**config.mk**
```make
export PLATFORM = sky130hd
export DESIGN_NAME = mem_read_arbiter_flat
export DESIGN_NICKNAME = d
export VERILOG_FILES = /design/src/rtl/mem_read_arbiter_pkg.sv /design/src/rtl/mem_read_arbiter_if.sv /design/src/rtl/mem_read_arbiter_rr_arbiter.sv /design/src/rtl/mem_read_arbiter.sv /design/src/flat_wrapper.sv
export SDC_FILE = /design/constraint.sdc
export NUM_CORES = 1
export LEC_CHECK = 0
export ABC_AREA = 1
export ABC_CLOCK_PERIOD_IN_PS = 5500
export CORE_MARGIN = 3
export CORE_UTILIZATION = 30
export CTS_CLUSTER_SIZE = 24
export DETAILED_ROUTE_END_ITERATION = 16
export PLACE_DENSITY = 0.63
export RECOVER_POWER = 100
export SYNTH_ARGS = -nofsm -noshare
export SYNTH_HDL_FRONTEND = slang
export SYNTH_SLANG_ARGS = --single-unit
```
**constraint.sdc**
```tcl
create_clock -name clk_i -period 5.5 [get_ports clk_i]
set_input_delay 1.1 -clock clk_i [delete_from_list [all_inputs] [get_ports clk_i]]
set_output_delay 1.1 -clock clk_i [all_outputs]
set_load 0.03 [all_outputs]
```
**src/rtl/mem_read_arbiter_pkg.sv**
```systemverilog
// Shared types for the memory-bank read front end: request width, in-flight tag
// format and the stored fixed-point format.
package mem_read_arbiter_pkg;

  localparam int unsigned MEM_STORE_FRAC = 10;
  localparam int unsigned MEM_ID_W       = 3;
  localparam int unsigned MEM_FRAC_W     = 5;

  typedef enum logic {
    SINGLE_WIDTH = 1'b0,
    DOUBLE_WIDTH = 1'b1
  } DataWidth_t;

  typedef enum logic [1:0] {
    KIND_SINGLE = 2'd0,
    KIND_LO     = 2'd1,
    KIND_HI     = 2'd2
  } MemRdKind_t;

  typedef struct packed {
    logic                  valid;
    logic [MEM_ID_W-1:0]   id;
    MemRdKind_t            kind;
    logic [MEM_FRAC_W-1:0] frac;
  } MemRdTag_t;

endpackage

```
**src/rtl/mem_read_arbiter_if.sv**
```systemverilog
// Request/response bundle between the read masters and the bank read arbiter.
interface mem_read_arbiter_if
  import mem_read_arbiter_pkg::*;
#(
  parameter int unsigned NUM_REQ = 3,
  parameter int unsigned ADDR_W  = 16,
  parameter int unsigned WORD_W  = 16
);

  logic       [NUM_REQ-1:0]                 req_en;
  logic       [NUM_REQ-1:0][ADDR_W-1:0]     req_addr;
  DataWidth_t [NUM_REQ-1:0]                 req_width;
  logic       [NUM_REQ-1:0][MEM_FRAC_W-1:0] req_frac;
  logic       [NUM_REQ-1:0]                 req_gnt;
  logic       [NUM_REQ-1:0]                 rsp_valid;
  logic       [2*WORD_W-1:0]                rsp_data;

  modport master (
    output req_en, req_addr, req_width, req_frac,
    input  req_gnt, rsp_valid, rsp_data
  );

  modport slave (
    input  req_en, req_addr, req_width, req_frac,
    output req_gnt, rsp_valid, rsp_data
  );

endinterface

```
**src/rtl/mem_read_arbiter_rr_arbiter.sv**
```systemverilog
// Round-robin arbiter: highest priority at the pointer, ascending with wrap;
// the pointer moves past the winner only when advance_i is set.
module rr_arbiter #(
  parameter int unsigned N = 3
) (
  input  logic         clk_i,
  input  logic         rst_i,
  input  logic [N-1:0] req_i,
  input  logic         advance_i,
  output logic [N-1:0] gnt_c
);

  localparam int unsigned PTR_W = (N > 1) ? $clog2(N) : 1;

  logic [PTR_W-1:0] ptr_q;
  logic [PTR_W-1:0] ptr_d;
  logic             found;

  // First pass covers ptr..N-1, second pass wraps to 0..ptr-1.
  always_comb begin
    gnt_c = '0;
    ptr_d = ptr_q;
    found = 1'b0;
    for (int i = 0; i < int'(N); i++) begin
      if (!found && req_i[i] && (PTR_W'(i) >= ptr_q)) begin
        found    = 1'b1;
        gnt_c[i] = 1'b1;
        ptr_d    = (i == int'(N) - 1) ? '0 : PTR_W'(i + 1);
      end
    end
    for (int i = 0; i < int'(N); i++) begin
      if (!found && req_i[i]) begin
        found    = 1'b1;
        gnt_c[i] = 1'b1;
        ptr_d    = (i == int'(N) - 1) ? '0 : PTR_W'(i + 1);
      end
    end
  end

  always_ff @(posedge clk_i) begin
    if (rst_i) begin
      ptr_q <= '0;
    end else if (advance_i) begin
      ptr_q <= ptr_d;
    end
  end

endmodule

```
**src/rtl/mem_read_arbiter.sv**
```systemverilog
// Read front end for one single-port bank: round-robin arbitration, double-width
// split into lo/hi accesses, tagged return path with fixed-point recast of singles.
module mem_read_arbiter
  import mem_read_arbiter_pkg::*;
#(
  parameter int unsigned NUM_REQ    = 3,
  parameter int unsigned ADDR_W     = 16,
  parameter int unsigned WORD_W     = 16,
  parameter int unsigned BANK_LAT   = 1,
  parameter int unsigned STORE_FRAC = MEM_STORE_FRAC
) (
  input  logic              clk_i,
  input  logic              rst_i,
  mem_read_arbiter_if.slave rd_bus,
  output logic              bank_en_o,
  output logic [ADDR_W-1:0] bank_addr_o,
  input  logic [WORD_W-1:0] bank_data_i
);

  localparam int unsigned RSP_W = 2 * WORD_W;
  localparam int unsigned DEPTH = BANK_LAT + 1;

  typedef enum logic {
    ST_ARB = 1'b0,
    ST_HI  = 1'b1
  } state_t;

  state_t                  state_q;
  logic [MEM_ID_W-1:0]     owner_q;
  logic [ADDR_W-1:0]       hi_addr_q;
  logic [WORD_W-1:0]       held_lo_q;
  MemRdTag_t               tag_q [DEPTH];
  logic                    bank_en_q;
  logic [ADDR_W-1:0]       bank_addr_q;
  logic [NUM_REQ-1:0]      rsp_valid_q;
  logic [RSP_W-1:0]        rsp_data_q;

  logic [NUM_REQ-1:0]      arb_req;
  logic [NUM_REQ-1:0]      arb_gnt;
  logic                    arb_adv;
  logic [NUM_REQ-1:0]      gnt_c;
  logic                    win_c;
  logic [MEM_ID_W-1:0]     win_id_c;
  logic [ADDR_W-1:0]       win_addr_c;
  DataWidth_t              win_width_c;
  logic [MEM_FRAC_W-1:0]   win_frac_c;

  // Sign-extend and rescale a stored word to the requester's fractional bits.
  function automatic logic [RSP_W-1:0] cast_word(input logic [WORD_W-1:0]     w,
                                                  input logic [MEM_FRAC_W-1:0] frac);
    logic signed [RSP_W-1:0] ext;
    int                      d;
    ext = RSP_W'($signed(w));
    d   = int'(frac) - int'(STORE_FRAC);
    if (d >= 0) begin
      return ext <<< d;
    end
    return ext >>> (-d);
  endfunction

  // The hi issue cycle and reset both suppress arbitration.
  always_comb begin
    arb_req = (state_q == ST_ARB && !rst_i) ? rd_bus.req_en : '0;
    arb_adv = (state_q == ST_ARB) && !rst_i;
  end

  rr_arbiter #(
    .N (NUM_REQ)
  ) u_rr (
    .clk_i     (clk_i),
    .rst_i     (rst_i),
    .req_i     (arb_req),
    .advance_i (arb_adv),
    .gnt_c     (arb_gnt)
  );

  always_comb begin
    win_c       = |arb_gnt;
    win_id_c    = '0;
    win_addr_c  = '0;
    win_width_c = SINGLE_WIDTH;
    win_frac_c  = '0;
    for (int i = 0; i < int'(NUM_REQ); i++) begin
      if (arb_gnt[i]) begin
        win_id_c    = MEM_ID_W'(i);
        win_addr_c  = rd_bus.req_addr[i];
        win_width_c = rd_bus.req_width[i];
        win_frac_c  = rd_bus.req_frac[i];
      end
    end
  end

  // A grant marks the request's final bank read: singles at once, doubles in the hi cycle.
  always_comb begin
    gnt_c = '0;
    if (!rst_i) begin
      if (state_q == ST_HI) begin
        gnt_c = NUM_REQ'(1) << owner_q;
      end else begin
        for (int i = 0; i < int'(NUM_REQ); i++) begin
          gnt_c[i] = arb_gnt[i] && (rd_bus.req_width[i] == SINGLE_WIDTH);
        end
      end
    end
  end

  always_ff @(posedge clk_i) begin
    if (rst_i) begin
      state_q     <= ST_ARB;
      owner_q     <= '0;
      hi_addr_q   <= '0;
      held_lo_q   <= '0;
      bank_en_q   <= 1'b0;
      bank_addr_q <= '0;
      rsp_valid_q <= '0;
      rsp_data_q  <= '0;
      for (int k = 0; k < int'(DEPTH); k++) begin
        tag_q[k] <= '0;
      end
    end else begin
      bank_en_q   <= 1'b0;
      rsp_valid_q <= '0;
      tag_q[0]    <= '0;
      for (int k = 1; k < int'(DEPTH); k++) begin
        tag_q[k] <= tag_q[k-1];
      end

      case (state_q)
        ST_ARB: begin
          if (win_c) begin
            bank_en_q   <= 1'b1;
            bank_addr_q <= win_addr_c;
            if (win_width_c == DOUBLE_WIDTH) begin
              tag_q[0]  <= '{valid: 1'b1, id: win_id_c, kind: KIND_LO, frac: win_frac_c};
              owner_q   <= win_id_c;
              hi_addr_q <= win_addr_c + ADDR_W'(1);
              state_q   <= ST_HI;
            end else begin
              tag_q[0]  <= '{valid: 1'b1, id: win_id_c, kind: KIND_SINGLE, frac: win_frac_c};
            end
          end
        end
        ST_HI: begin
          bank_en_q   <= 1'b1;
          bank_addr_q <= hi_addr_q;
          tag_q[0]    <= '{valid: 1'b1, id: owner_q, kind: KIND_HI, frac: '0};
          state_q     <= ST_ARB;
        end
        default: state_q <= ST_ARB;
      endcase

      // Retire the tag whose bank data is present this cycle.
      if (tag_q[BANK_LAT].valid) begin
        case (tag_q[BANK_LAT].kind)
          KIND_SINGLE: begin
            rsp_valid_q <= NUM_REQ'(1) << tag_q[BANK_LAT].id;
            rsp_data_q  <= cast_word(bank_data_i, tag_q[BANK_LAT].frac);
          end
          KIND_LO: begin
            held_lo_q <= bank_data_i;
          end
          KIND_HI: begin
            rsp_valid_q <= NUM_REQ'(1) << tag_q[BANK_LAT].id;
            rsp_data_q  <= {bank_data_i, held_lo_q};
          end
          default: ;
        endcase
      end
    end
  end

  assign rd_bus.req_gnt   = gnt_c;
  assign rd_bus.rsp_valid = rsp_valid_q;
  assign rd_bus.rsp_data  = rsp_data_q;
  assign bank_en_o        = bank_en_q;
  assign bank_addr_o      = bank_addr_q;

endmodule

```
**src/flat_wrapper.sv**
```systemverilog
// flat-port wrapper written by rule: the top's interface ports become plain ports
module mem_read_arbiter_flat import mem_read_arbiter_pkg::*;
#(
  parameter int unsigned NUM_REQ    = 3,
  parameter int unsigned ADDR_W     = 16,
  parameter int unsigned WORD_W     = 16,
  parameter int unsigned BANK_LAT   = 1,
  parameter int unsigned STORE_FRAC = MEM_STORE_FRAC
)
  (clk_i, rst_i, bank_en_o, bank_addr_o, bank_data_i, rd_bus_req_en, rd_bus_req_addr, rd_bus_req_width, rd_bus_req_frac, rd_bus_req_gnt, rd_bus_rsp_valid, rd_bus_rsp_data);
  mem_read_arbiter_if #(.NUM_REQ(NUM_REQ), .ADDR_W(ADDR_W), .WORD_W(WORD_W)) rd_bus_i ();
  input  logic clk_i;
  input  logic rst_i;
  output logic bank_en_o;
  output logic [ADDR_W-1:0] bank_addr_o;
  input  logic [WORD_W-1:0] bank_data_i;
  input wire logic [$bits(rd_bus_i.req_en)-1:0] rd_bus_req_en;
  input wire logic [$bits(rd_bus_i.req_addr)-1:0] rd_bus_req_addr;
  input wire logic [$bits(rd_bus_i.req_width)-1:0] rd_bus_req_width;
  input wire logic [$bits(rd_bus_i.req_frac)-1:0] rd_bus_req_frac;
  output wire logic [$bits(rd_bus_i.req_gnt)-1:0] rd_bus_req_gnt;
  output wire logic [$bits(rd_bus_i.rsp_valid)-1:0] rd_bus_rsp_valid;
  output wire logic [$bits(rd_bus_i.rsp_data)-1:0] rd_bus_rsp_data;
  assign rd_bus_i.req_en = rd_bus_req_en;
  assign rd_bus_i.req_addr = rd_bus_req_addr;
  assign rd_bus_i.req_width = rd_bus_req_width;
  assign rd_bus_i.req_frac = rd_bus_req_frac;
  assign rd_bus_req_gnt = rd_bus_i.req_gnt;
  assign rd_bus_rsp_valid = rd_bus_i.rsp_valid;
  assign rd_bus_rsp_data = rd_bus_i.rsp_data;
  mem_read_arbiter #(.NUM_REQ(NUM_REQ), .ADDR_W(ADDR_W), .WORD_W(WORD_W), .BANK_LAT(BANK_LAT), .STORE_FRAC(STORE_FRAC)) u_core (.clk_i(clk_i), .rst_i(rst_i), .rd_bus(rd_bus_i), .bank_en_o(bank_en_o), .bank_addr_o(bank_addr_o), .bank_data_i(bank_data_i));
endmodule
```
==> run summary, run 1 <==
The flow ran to the end, but the final reports show violations. The final reports fail on capacitance limit, slew limit. Summed over its instances, the top area cell type makes up 28.6% of the synthesized netlist area.

The logs give 27300 µm² for the total die area and 1274 for the cell count after synthesis. After detailed routing, the number of remaining DRC violations is 0. The dominant cell type by area after synthesis was dfxtp_1.

The mapped cell area is 7620 µm². The library cells used most frequently in the layout, excluding fill and tap cells, are nand2_1 (402), nand3_1 (167), inv_1 (135). The run gives 0 as the antenna diode count.

The post-route netlist has 5.26% of its cells at a drive strength greater than 1. Timing analysis after detailed placement gives a worst setup slack of 1060 ps. The first global-routing pass estimated 43400 µm of wire. The smallest clock period supported by the final layout is computed as 4760 ps.

The via count of the routed design came out at 8428. The worst relative slew slack is -13.8%. For this design, the sink count on the clock tree is 109. After legalization and detailed placement, the total HPWL measured 21100 µm.

The endpoint identified for the worst register-to-register timing path is u_core.rd_bus.rsp_data[13]. In this run the count of I/O pins placed on the die edge is 142. In the global route stage, overall resource usage came out at 20.1%.

The tools report the sort of element at the start of the critical path as an input pin. Root buffer selected by CTS: clkbuf_16. Dividing the synthesized area by the synthesized cell count gives 5.98 µm². Once the clock tree was built, the resizer swapped 0 gates to a different size. In this run the standard cell core region covers 24600 µm².

In the finished design, the share of the clock period the worst path needs comes to 86.6%. The maximum fanout encountered on the critical timing path was 10; the placer congestion estimate was 0.954. The transition time of the tightest slew-check pin was 1710 ps; the count of input and output buffers was 141. In this run the power density over the cells is 488 nW/µm². The commonest non-fill, non-tap cell in the layout is nand2_1. STA puts the critical path data required time at 4400 ps. The run gives 2779 as the number of filler instances in the final layout. The finished cells cover 9550 µm². The number of global-route vias before repair was 8064; the cell count of the worst reg-to-reg path was 24. Cell count of the worst hold path: 2. Setup repair after global routing left no endpoint under its margin. TritonCTS built the clock tree.

The clock-pin slew reported for the worst setup and hold paths after clock tree synthesis was 70 ps. After synthesis, the cell types taking the most area are dfxtp_1 (29%), nand2_1 (20%), nand3_1 (11%). The clock tree synthesis step divided the H-tree into 3 levels. The maximum count of clock buffers along a single path was 2. The setup path with the least slack is of type input pin to output pin. The tools report the setup slack on the worst flop-to-flop path as 970 ps. The tools report the number of nets still failing antenna checks after routing as 0.

Counting every net in the synthesized netlist gives 1372. The path with the worst hold slack has its endpoint at u_core.tag_q[1][6]. The setup total negative slack came out at 0 ps. The top flip-flop cell by instance count after synthesis is dfxtp_1. The number of clock buffers added by TritonCTS is 9. The die is 165 µm wide. The number of failing hold endpoints at the final stage is 0.

The clock network latency to the later pin of the worst-skew pair is 360 ps, and the die outline height is 165 µm. The critical path arrival came out at 3660 ps. The hold path startpoint is u_core.tag_q[0][6]. After the first detailed-routing iteration, the DRC count stood at 742. The first TritonRoute pass finished after 7 iterations. The run gives 0 as the yosys synthesis warning count. Of the synthesized area, sequential elements account for 28.6%. Across the VDD grid, the largest voltage drop is 0.000207 V.

In the post-route analysis, the smallest setup slack over all paths is 737 ps. The number of synthesized register bits works out to 109. Counting flops with a built-in enable in the synthesized netlist gives 0. The overflow left after global routing was 0. The count of max-cap constraint violations is 1. The placed instances occupy a cell area of 9300 µm². The logs give 38 for the final count of pins violating max slew and 27400 µm for the post-detailed-routing wire length. The ratio of routed vias to standard cells is 4.92, and the hold-fix buffer count after cts is 0. The net count of the finished layout is 1481.

Timing would allow up to 210 MHz. The logs give 43 for the number of library cell types mapped by synthesis and 0 for the setup fix buffers added after clock tree synthesis. Once the floorplan was initialized, standard cells occupied 31.0% of the core. Path category of the worst min-delay check: register to register. The routed wire length per instance is 16.0 µm.

The worst register-to-register path begins at u_core.tag_q[1][1]. The area growth from synthesis to layout is 25.4%. Between clock sinks in the finished design, the worst skew comes to 19.1 ps. Setup violations remaining at the end of the flow were counted as 0. The share of synthesized registers carrying an async set or reset came out at 0%. The pin count of the biggest net entering global routing was 60. The category of the worst setup path capture point is an output pin.

In this run the static leakage power is 4.35 nW. The initial antenna violation count is 0, and the count of standard-cell rows is 57.
[synth_stat cells (4+ instances only)]
cell and instances:
a21oi_1 123, inv_1 133, nor2_4 5, o21ai_0 85, buf_1 6, ha_1 11, nor2_2 5, nand3_2 6
clkinv_1 5, nand3_1 167, nand2_1 400, clkbuf_1 46, nand3b_1 7, inv_2 5, xor2_1 5, buf_4 6
o21ai_1 9, or2_1 4, dfxtp_1 109, nor2_1 68, o211ai_1 8, nor3_1 5, or2_2 6, nand2_2 8
a31oi_1 10, buf_6 4
[worst max-delay path, cell delays in order]
cell and delay (ps):
dlygate4sd3_1 600, inv_1 60, nor2_1 510, nand2_2 260
or2_2 340, o31ai_1 70, clkdlybuf4s50_1 720
[state kept, by name, summed over array words and instances, names as in the netlist]
register,flops
u_core.bank_addr_o,16
u_core.bank_en_o,1
u_core.held_lo_q,16
u_core.hi_addr_q,16
u_core.owner_q,2
u_core.rd_bus.rsp_data,32
u_core.rd_bus.rsp_valid,3
u_core.state_q,1
u_core.tag_q,20
u_core.u_rr.ptr_q,2
[area by class of cell]
class	count	area, µm²	area share [%]
clock buffer	9	225	2.36
tap	324	405	4.24
clock inverter	7	86.3	0.904
timing repair buffer	162	1550	16.2
sequential	109	2180	22.8
multi-input combinational	958	4570	47.8
inverter	143	537	5.62
[cell families after synthesis]
| group | Yosys count | synth area share (%) |
|---|---|---|
| adder cells (fa/ha/maj) | 11 | 1.81 |
| AO/OA/AOI/OAI | 245 | 17.1 |
| XOR/XNOR | 9 | 1.13 |
| AND/OR/NAND/NOR | 692 | 40.3 |
| buffers and inverters | 207 | 10.9 |
| flip-flops | 109 | 28.6 |
| multiplexers | 1 | 0.131 |
[per-stage QoR]
step | hold slack, ps | power (W) | util, % | cells
3_5_place_dp | 392 | 0.00407 | 37.8 | 1696
3_3_place_gp | 391 | 0.00407 | 37.8 | 1696
6_report | 402 | 0.00466 | 38.8 | 1712
4_1_cts | 402 | 0.00474 | 39.0 | 1712
2_1_floorplan | 388 | 0.00317 | - | 1274
5_1_grt | 421 | 0.00510 | 38.8 | 1712
[report_power, final]
part	switching, W	total [W]	internal (W)	leakage (nW)
Combinational	0.00192	0.00283	0.000913	3.30
Sequential	0.000142	0.00117	0.00103	0.898
Clock	0.000330	0.000657	0.000327	0.151
Total	0.00239	0.00466	0.00227	4.35
[how the worst max path moves through the flow]
stage | from | end | slack [ps] | cells past startpoint
global route | rd_bus_req_en[1] | rd_bus_req_gnt[1] | 510 | 7
CTS | rd_bus_req_en[0] | rd_bus_req_gnt[1] | 1040 | 8
finish | rd_bus_req_en[1] | rd_bus_req_gnt[1] | 740 | 7
global placement | rd_bus_req_en[0] | rd_bus_req_gnt[1] | 1080 | 8
floorplan | u_core.tag_q[1][1] | u_core.rd_bus.rsp_data[8] | 1700 | 24
detailed placement | rd_bus_req_en[0] | rd_bus_req_gnt[1] | 1060 | 8
[routing by layer]
layer  up-vias  share of wire (%)  global-route usage, %
met5         -                  0                      0
met4         0                2.3                   5.37
met3        36                7.5                   5.11
met2       284                 45                   33.1
met1      3774                 45                   26.2
li1       4334                  -                      -
Power figures use the tool's default switching activity.
==> inputs of run 2 (changes only) <==
PLACE_DENSITY = 0.48   (was 0.63)
==> run 2 against run 1 <==
The flow still finishes with violations (capacitance limit, slew limit); via count decreased by 1.6%; count of clock-buffer cells in the layout unchanged; total power increased by 1.4%; global-route usage increased by 0.50 points; combinational power about the same; largest cell class unchanged.
==> run summary, run 2 (same netlist as run 1, synthesis figures left out) <==
The run finished, with violations left. The final reports fail on capacitance limit, slew limit. The critical path arrival is 3850 ps (+190 ps), and the switching power as a share of total power is 51.1% (-0.20 points). The count of cells resized by post-cts repair is 0 (unchanged).

For the power share of the combinational group, the log shows 60.3% (-0.5 points). The largest incremental delay on the critical path works out to 790 ps (+70 ps). Family with the most delay on the worst path: buffers and inverters. The placer congestion estimate is 0.941 (-1.4%). The signal on the critical path passes through clkdlybuf4s50_1 -> inv_1 -> nor2_1 -> nand2_1 -> or2_2 -> o31ai_1 -> dlygate4sd3_1. Final count of pins violating max slew: 38 (unchanged). Maximum level of the CTS H-tree: 3 (unchanged). The peak supply drop was 0.000153 V (-26%); the routed wire length per instance was 16.5 µm (+2.9%). The power density over the cells came out at 494 nW/µm² (+1.4%).

The tightest min-delay check is of the register to register type. The detailed-routed wire length on met2 was 12200 µm (-2.3%). The worst clock skew is 25.8 ps (+6.76 ps), and the count of clock tree sinks is 109 (unchanged). For the setup slack after layout, the log shows 553 ps (-185 ps).

The sort of element at the start of the critical path is an input pin. The global-route wire length before repair was 43800 µm (+0.89%). The number of global-route vias before repair is 7704 (-4.5%). The transition time of the tightest slew-check pin works out to 1720 ps (+12.9 ps). The critical path in this run is classified as input pin to output pin.

TritonCTS built the clock tree. The flip-flop count of the largest register, all copies and words added was 32 (unchanged). Leakage power figure: 4.35 nW (about the same). For this design, the slowest cell found on the critical path is dlygate4sd3_1. For the count of nets after finishing, the log shows 1482 (+0.068%). Worst setup slack before clock tree synthesis: 1060 ps (+3.22 ps).

The number of failing hold endpoints at the final stage was 0 (unchanged). Category of the worst setup path capture point: an output pin. Pin count of the biggest net entering global routing: 60 (unchanged).

The count of buffering cells on the critical path with inverters included works out to 3 (unchanged). The die outline height is 165 µm (unchanged), and the total die area is 27300 µm² (unchanged). Setup repair after global routing left no endpoint under its margin. The setup fix buffers added after clock tree synthesis came out at 0 (unchanged). The logs give 370 ps (about the same) for the clock network latency to the later pin of the worst-skew pair and 21800 µm (+2.9%) for the half-perimeter wire length after detailed placement.

The die span in x works out to 165 µm (unchanged). Clock-pin slew reported for the worst setup and hold paths after clock tree synthesis: 100 ps (+30 ps). The layout cell share with drive strength beyond 1 was 5.11% (-0.15 points); the sequential power share was 24.8% (-0.3 points). The post-route fraction of the period consumed by the critical path is 90.0% (+3.4 points).

The internal power of the cells is 0.00231 W (+1.8%), and the starting utilization of the core area is 31.0% (unchanged). The logs give -14.6% (-0.86 points) for the worst relative slew slack and 38.8% (about the same) for the utilization after layout. The final instance count without filler cells was 1713 (+0.058%); the hold-fix buffer count after cts was 0 (unchanged). The met1 wire length was 13800 µm (+13%). The count of input and output buffers was 141 (unchanged); the overall global routing resource usage was 20.6% (+0.50 points). The overall power of the completed layout is 0.00472 W (+1.4%). The run gives 9 (unchanged) as the clock buffer count from CTS. Leaving out fill and tap cells, the most frequent cell in the layout is nand2_1.

The run gives 7 (unchanged) as the first-pass iteration count of the detailed router. The logs give 0.00241 W (+0.96%) for the switching power and 57 (unchanged) for the count of standard-cell rows. The tools report the number of nets still failing antenna checks after routing as 0 (unchanged).

The DRC violation total after the first TritonRoute iteration is 573 (-23%), and the maximum fanout encountered on the critical timing path is 10 (unchanged). The DRC violations left came out at 0 (unchanged). The post-detailed-routing wire length was 28200 µm (+3.0%); the final count of negative-setup-slack endpoints was 0 (unchanged). The via count of the routed design is 8292 (-1.6%).

The logs give 0 (unchanged) for the overflow left after global routing and 2 (unchanged) for the maximum count of clock buffers along a single path. The cell sitting at the root of the clock tree is a clkbuf_16. Antenna diode count: 0 (unchanged). The clock power share was 14.9% (+0.8 points); the top-level I/O count was 142 (unchanged). The timing-limited maximum frequency was 202 MHz (-3.7%).

The post-placement cell count is 1697 (+0.059%), and the layout overhead on the synthesized area is 25.4% (about the same). The initial antenna violation count was 0 (unchanged). Routed signal wires occupy layers up through met4. The wire length on met3 was 1790 µm (-12%). The tools report the setup total negative slack as 0 ps (unchanged).

The run gives 4400 ps (about the same) as the critical path data required time. The final critical path time including I/O delays and setup was 4950 ps (+185 ps). The core box area was 24600 µm² (unchanged); the ratio of routed vias to standard cells was 4.84 (-1.7%). The library cells used most frequently in the layout, excluding fill and tap cells, are nand2_1 (402), nand3_1 (169), inv_1 (135). The count of max-cap constraint violations is 1 (unchanged).
==> run 2: cell types whose count changed in the layout (fill, tap and decap cells not counted), sizes merged <==
cell,previous run,this run
buf,18,19
inv,142,141
clkinvlp,0,1
bufinv,0,1
clkinv,8,7
==> run 2: metal layers <==
layer,global-route usage (%),vias to the layer above
met1,29.6,3680
li1,-,4335
met5,0,-
met3,4.12,29
met4,4.91,0
met2,31.6,248
==> run 2: power groups by stage <==
stage	Combinational, W	Clock [W]	Sequential (W)
floorplan	0.00181	0	0.00135
finish	0.00285	0.000703	0.00117
CTS	0.00292	0.000728	0.00118
global route	0.00319	0.000759	0.00120
global placement	0.00292	0	0.00120
detailed placement	0.00291	0	0.00119
==> run 2: final cells by class <==
cell class,count,area (µm²)
clock inverter,7,90.1
inverter,143,537
multi-input combinational,958,4550
timing repair buffer,163,1560
sequential,109,2180
clock buffer,9,225
tap,324,405
fill,2799,15100
==> run 2: worst paths after layout <==
| kind | startpoint | to | slack [ps] | cells past startpoint |
|---|---|---|---|---|
| worst max register to register | u_core.tag_q[1][1] | u_core.rd_bus.rsp_data[8] | 1160 | 24 |
| worst max-delay path | rd_bus_req_en[1] | rd_bus_req_gnt[1] | 550 | 7 |
| worst min register to register | u_core.tag_q[0][3] | u_core.tag_q[1][3] | 390 | 2 |
| worst min-delay path | u_core.tag_q[0][3] | u_core.tag_q[1][3] | 390 | 2 |
==> run 2: through the flow <==
step                      cell area, µm²  hold WS, ps
after global placement              9300          392
after CTS                           9620          389
after detailed placement            9300          395
after floorplan                     7620          388
final                               9550          387
after global routing                9550          416
==> run 2: tightest hold or removal path, delay by kind of cell, from the launching register on <==
kind / cells / cell delay (ps)
AND/OR/NAND/NOR: 1 / 30
buffers and inverters: 1 / 40
flip-flops: 1 / 300
==> inputs of run 3 (changes only) <==
SYNTH_HIERARCHICAL = 1   (was not set)
==> run 3 against run 2 <==
The run still ends with capacitance limit, slew limit left; design area is 0.73% lower; critical path depth grew 4; sequential share of layout area is 0.17 points higher; utilization down 0.40 points; critical endpoint is now rd_bus_req_gnt[2].
==> run summary, run 3 <==
Ranked by instance count, the synthesized netlist is headed by nand2_1 (329), nand3_1 (168), inv_1 (131). First-pass iteration count of the detailed router: 5 (-2). The logs give 0 (unchanged) for the antenna diode count and 0 (unchanged) for the hold-fix buffer count after cts. The number of global-route vias before repair is 7967 (+3.4%), and the sequential fraction of the synthesis area is 28.6% (-0.089 points). For the count of cells resized by post-cts repair, the log shows 0 (unchanged). In the synthesized netlist the dominant register cell turns out to be dfxtp_1.

The count of input and output buffers is 141 (unchanged), and the final count of pins violating max slew is 101 (+170%). The critical path arrival is 3790 ps (-60 ps). The tools report the sort of element at the start of the critical path as an input pin.

The die span in x came out at 166 µm (+0.15%). The library cells used most frequently in the layout, excluding fill and tap cells, are nand2_1 (331), nand3_1 (171), inv_1 (133). The share of synthesized registers carrying an async set or reset came out at 0% (unchanged). Dominant combinational cell family by area after synthesis: simple AND/OR/NAND/NOR gates. The logs give 0 (unchanged) for the final count of negative-setup-slack endpoints and 2 (unchanged) for the maximum count of clock buffers along a single path.

The cell sitting at the root of the clock tree is a clkbuf_16. The final reports fail on capacitance limit, slew limit. The die outline height is 166 µm (+0.15%), and the count of standard-cell rows is 57 (unchanged). In this run the critical register-to-register path is captured at u_core/rd_bus.rsp_data[10]. Clock-pin slew reported for the worst setup and hold paths after clock tree synthesis: 70 ps (-30 ps).

The tools report the total die area as 27400 µm² (+0.30%). The tools report the global-route wire length before repair as 43100 µm (-1.5%). The number of nets still failing antenna checks after routing was 0 (unchanged); the number of nets produced by synthesis was 1339 (-2.4%). The placer congestion estimate is 0.917 (-2.5%). The worst min-delay path endpoint is u_core/tag_q[1][1].

The adder and majority cell fraction of the synthesized area works out to 1.80% (-0.0056 points). The critical path starts at rd_bus_req_en[1]. The ratio of routed vias to standard cells was 4.97 (+2.6%).

The mapped cell area is 7640 µm² (+0.31%). The simple logic cell fraction of the synthesized area works out to 38.3% (-2.0 points). For the number of failing hold endpoints at the final stage, the log shows 0 (unchanged). The logs give 24700 µm² (+0.29%) for the core box area and 20.1% (-0.55 points) for the overall global routing resource usage. The cell count of the worst hold path is 2 (unchanged). The worst clock skew is 8.86 ps (-17.0 ps). In this run the critical register-to-register path is launched from u_core/tag_q[1][2]. The flip-flop count of the largest register, all copies and words added is 32 (unchanged). The cell area after layout was 9480 µm² (-0.73%); the area fraction in compound gates after synthesis was 18.2% (+1.2 points). The area growth from synthesis to layout is 24.1%. Setup repair after global routing left no endpoint under its margin. The run gives 910 ps (-250 ps) as the setup slack on the worst flop-to-flop path. The routed wire length per instance is 16.3 µm (-0.91%). The number of library cell types mapped by synthesis is 55 (+28%). DRC violation total after the first TritonRoute iteration: 717 (+25%). The run gives 350 ps (-20 ps) as the clock network latency to the later pin of the worst-skew pair. Ranked by total cell area, the synthesized netlist is headed by dfxtp_1 (29%), nand2_1 (16%), nand3_1 (11%).

The starting utilization of the core area came out at 31.0% (about the same). The post-synthesis xor/xnor area fraction is 1.36% (+0.23 points). The tools report the clock buffer count from CTS as 9 (unchanged). The setup total negative slack was 0 ps (unchanged); the yosys synthesis warning count was 6 (+6).

The layout cell share with drive strength beyond 1 is 6.29% (+1.2 points). The logs give 0.00254 W (-46%) for the overall power of the completed layout and 3 (unchanged) for the maximum level of the CTS H-tree. The leakage power figure was 4.25 nW (-2.3%); the count of max-cap constraint violations was 2 (+1). The count of nets after finishing is 1445 (-2.5%). The critical path is of the input pin to output pin type. The average size of a mapped cell works out to 6.16 µm² (+3.0%). The run gives 0 (unchanged) as the setup fix buffers added after clock tree synthesis. The placed standard-cell area was 9300 µm² (unchanged); the post-detailed-routing wire length was 27300 µm (-3.0%). TritonCTS built the clock tree. The run finished, with violations left. The count of clock tree sinks was 109 (unchanged).

The half-perimeter wire length after detailed placement is 21100 µm (-3.0%), and the cell count of the worst reg-to-reg path is 23 (-4.2%). Final critical path time including I/O delays and setup: 4890 ps (-55.6 ps). The transition time of the tightest slew-check pin is 2790 ps (+1070 ps), and the number of enable-type register cells in the synthesized netlist is 0 (unchanged).

For the top-level I/O count, the log shows 142 (unchanged). Overflow left after global routing: 0 (unchanged). The post-route fraction of the period consumed by the critical path is 88.9% (-1.0 points), and the pin count of the biggest net entering global routing is 62 (+3.3%). Via count of the routed design: 8322 (+0.36%). Initial antenna violation count: 0 (unchanged).

The path category of the worst min-delay check was register to register. The power density over the cells was 268 nW/µm² (-46%). STA classifies the critical path endpoint as an output pin. DRC violations left: 0 (unchanged). The startpoint identified for the worst hold timing path is u_core/tag_q[0][1].

The most common cell in the synthesized netlist is nand2_1. Number of synthesized register bits: 109 (unchanged). The logs give -86.1% (-71 points) for the worst relative slew slack and 4400 ps (about the same) for the critical path data required time. The timing-limited maximum frequency is 204 MHz (+1.1%), and the peak supply drop is 0.000146 V (-4.4%).

The cell count after synthesis came out at 1241 (-2.6%). The maximum fanout encountered on the critical timing path was 11 (+1); the area share of the largest cell type after synthesis was 28.6% (-0.089 points). The dominant cell type by area after synthesis is dfxtp_1.

The mux contribution to synthesized area was 0.262% (+0.13 points). Leaving out fill and tap cells, the most frequent cell in the layout is nand2_1.
run 3: kinds of logic (layout without fill, tap and decap cells):
| kind of cell | Yosys count | after routing |
|---|---|---|
| AOI/OAI and AO/OA | 246 | 246 |
| xor gates and xnor gates | 11 | 11 |
| adders and majority gates | 11 | 11 |
| buffers and inverters | 216 | 327 |
| DFF | 109 | 109 |
| muxes | 2 | 2 |
| and+or+nand+nor | 646 | 646 |
run 3: worst max path at each step:
stage | end | slack, ps | depth (start not counted)
after detailed placement | rd_bus_req_gnt[2] | 840 | 11
after CTS | rd_bus_req_gnt[2] | 810 | 11
after floorplan | rd_bus_req_gnt[2] | 1340 | 11
after global placement | rd_bus_req_gnt[2] | 860 | 11
final | rd_bus_req_gnt[2] | 610 | 11
after global routing | u_core/hi_addr_q[12] | 320 | 22
run 3: area by class of cell:
type / instances / area, µm²
timing repair buffer: 162 / 1550
fill: 2799 / 15200
clock buffer: 12 / 256
clock inverter: 4 / 22.5
multi-input combinational: 916 / 4500
tap: 324 / 405
sequential: 109 / 2180
inverter: 149 / 566
run 3: routing by layer:
layer / vias up / share of wire, % / track usage [%]
li1: 4284 / - / -
met1: 3753 / 45 / 25.7
met2: 252 / 47 / 33.8
met3: 33 / 5.8 / 3.77
met4: 0 / 2.7 / 6.69
met5: - / 0 / 0
run 3: where the power goes:
group	internal (W)	total (W)	leakage, nW	switching [W]
Sequential	0.000866	0.000907	0.888	0.0000406
Clock	0.000330	0.000621	0.138	0.000290
Combinational	0.000349	0.00102	3.22	0.000666
run 3: stage by stage:
| stage | instances | worst slack [ps] | hold slack, ps | util (%) |
|---|---|---|---|---|
| 6_report | 1676 | 608 | 406 | 38.4 |
| 5_1_grt | 1676 | 320 | 425 | 38.4 |
| 4_1_cts | 1676 | 809 | 408 | 38.8 |
| 3_5_place_dp | 1660 | 836 | 398 | 37.7 |
| 3_3_place_gp | 1660 | 858 | 393 | 37.7 |
| 2_1_floorplan | 1241 | 1340 | 388 | - |
run 3: critical path, cell delays in order:
cell and delay [ps]:
dlygate4sd3_1 540, inv_1 60, nor2_1 70, inv_1 80, nor2_1 70, a21oi_4 140
nand4_1 120, nand2_1 440, inv_6 40, o31ai_1 330, dlygate4sd3_1 790
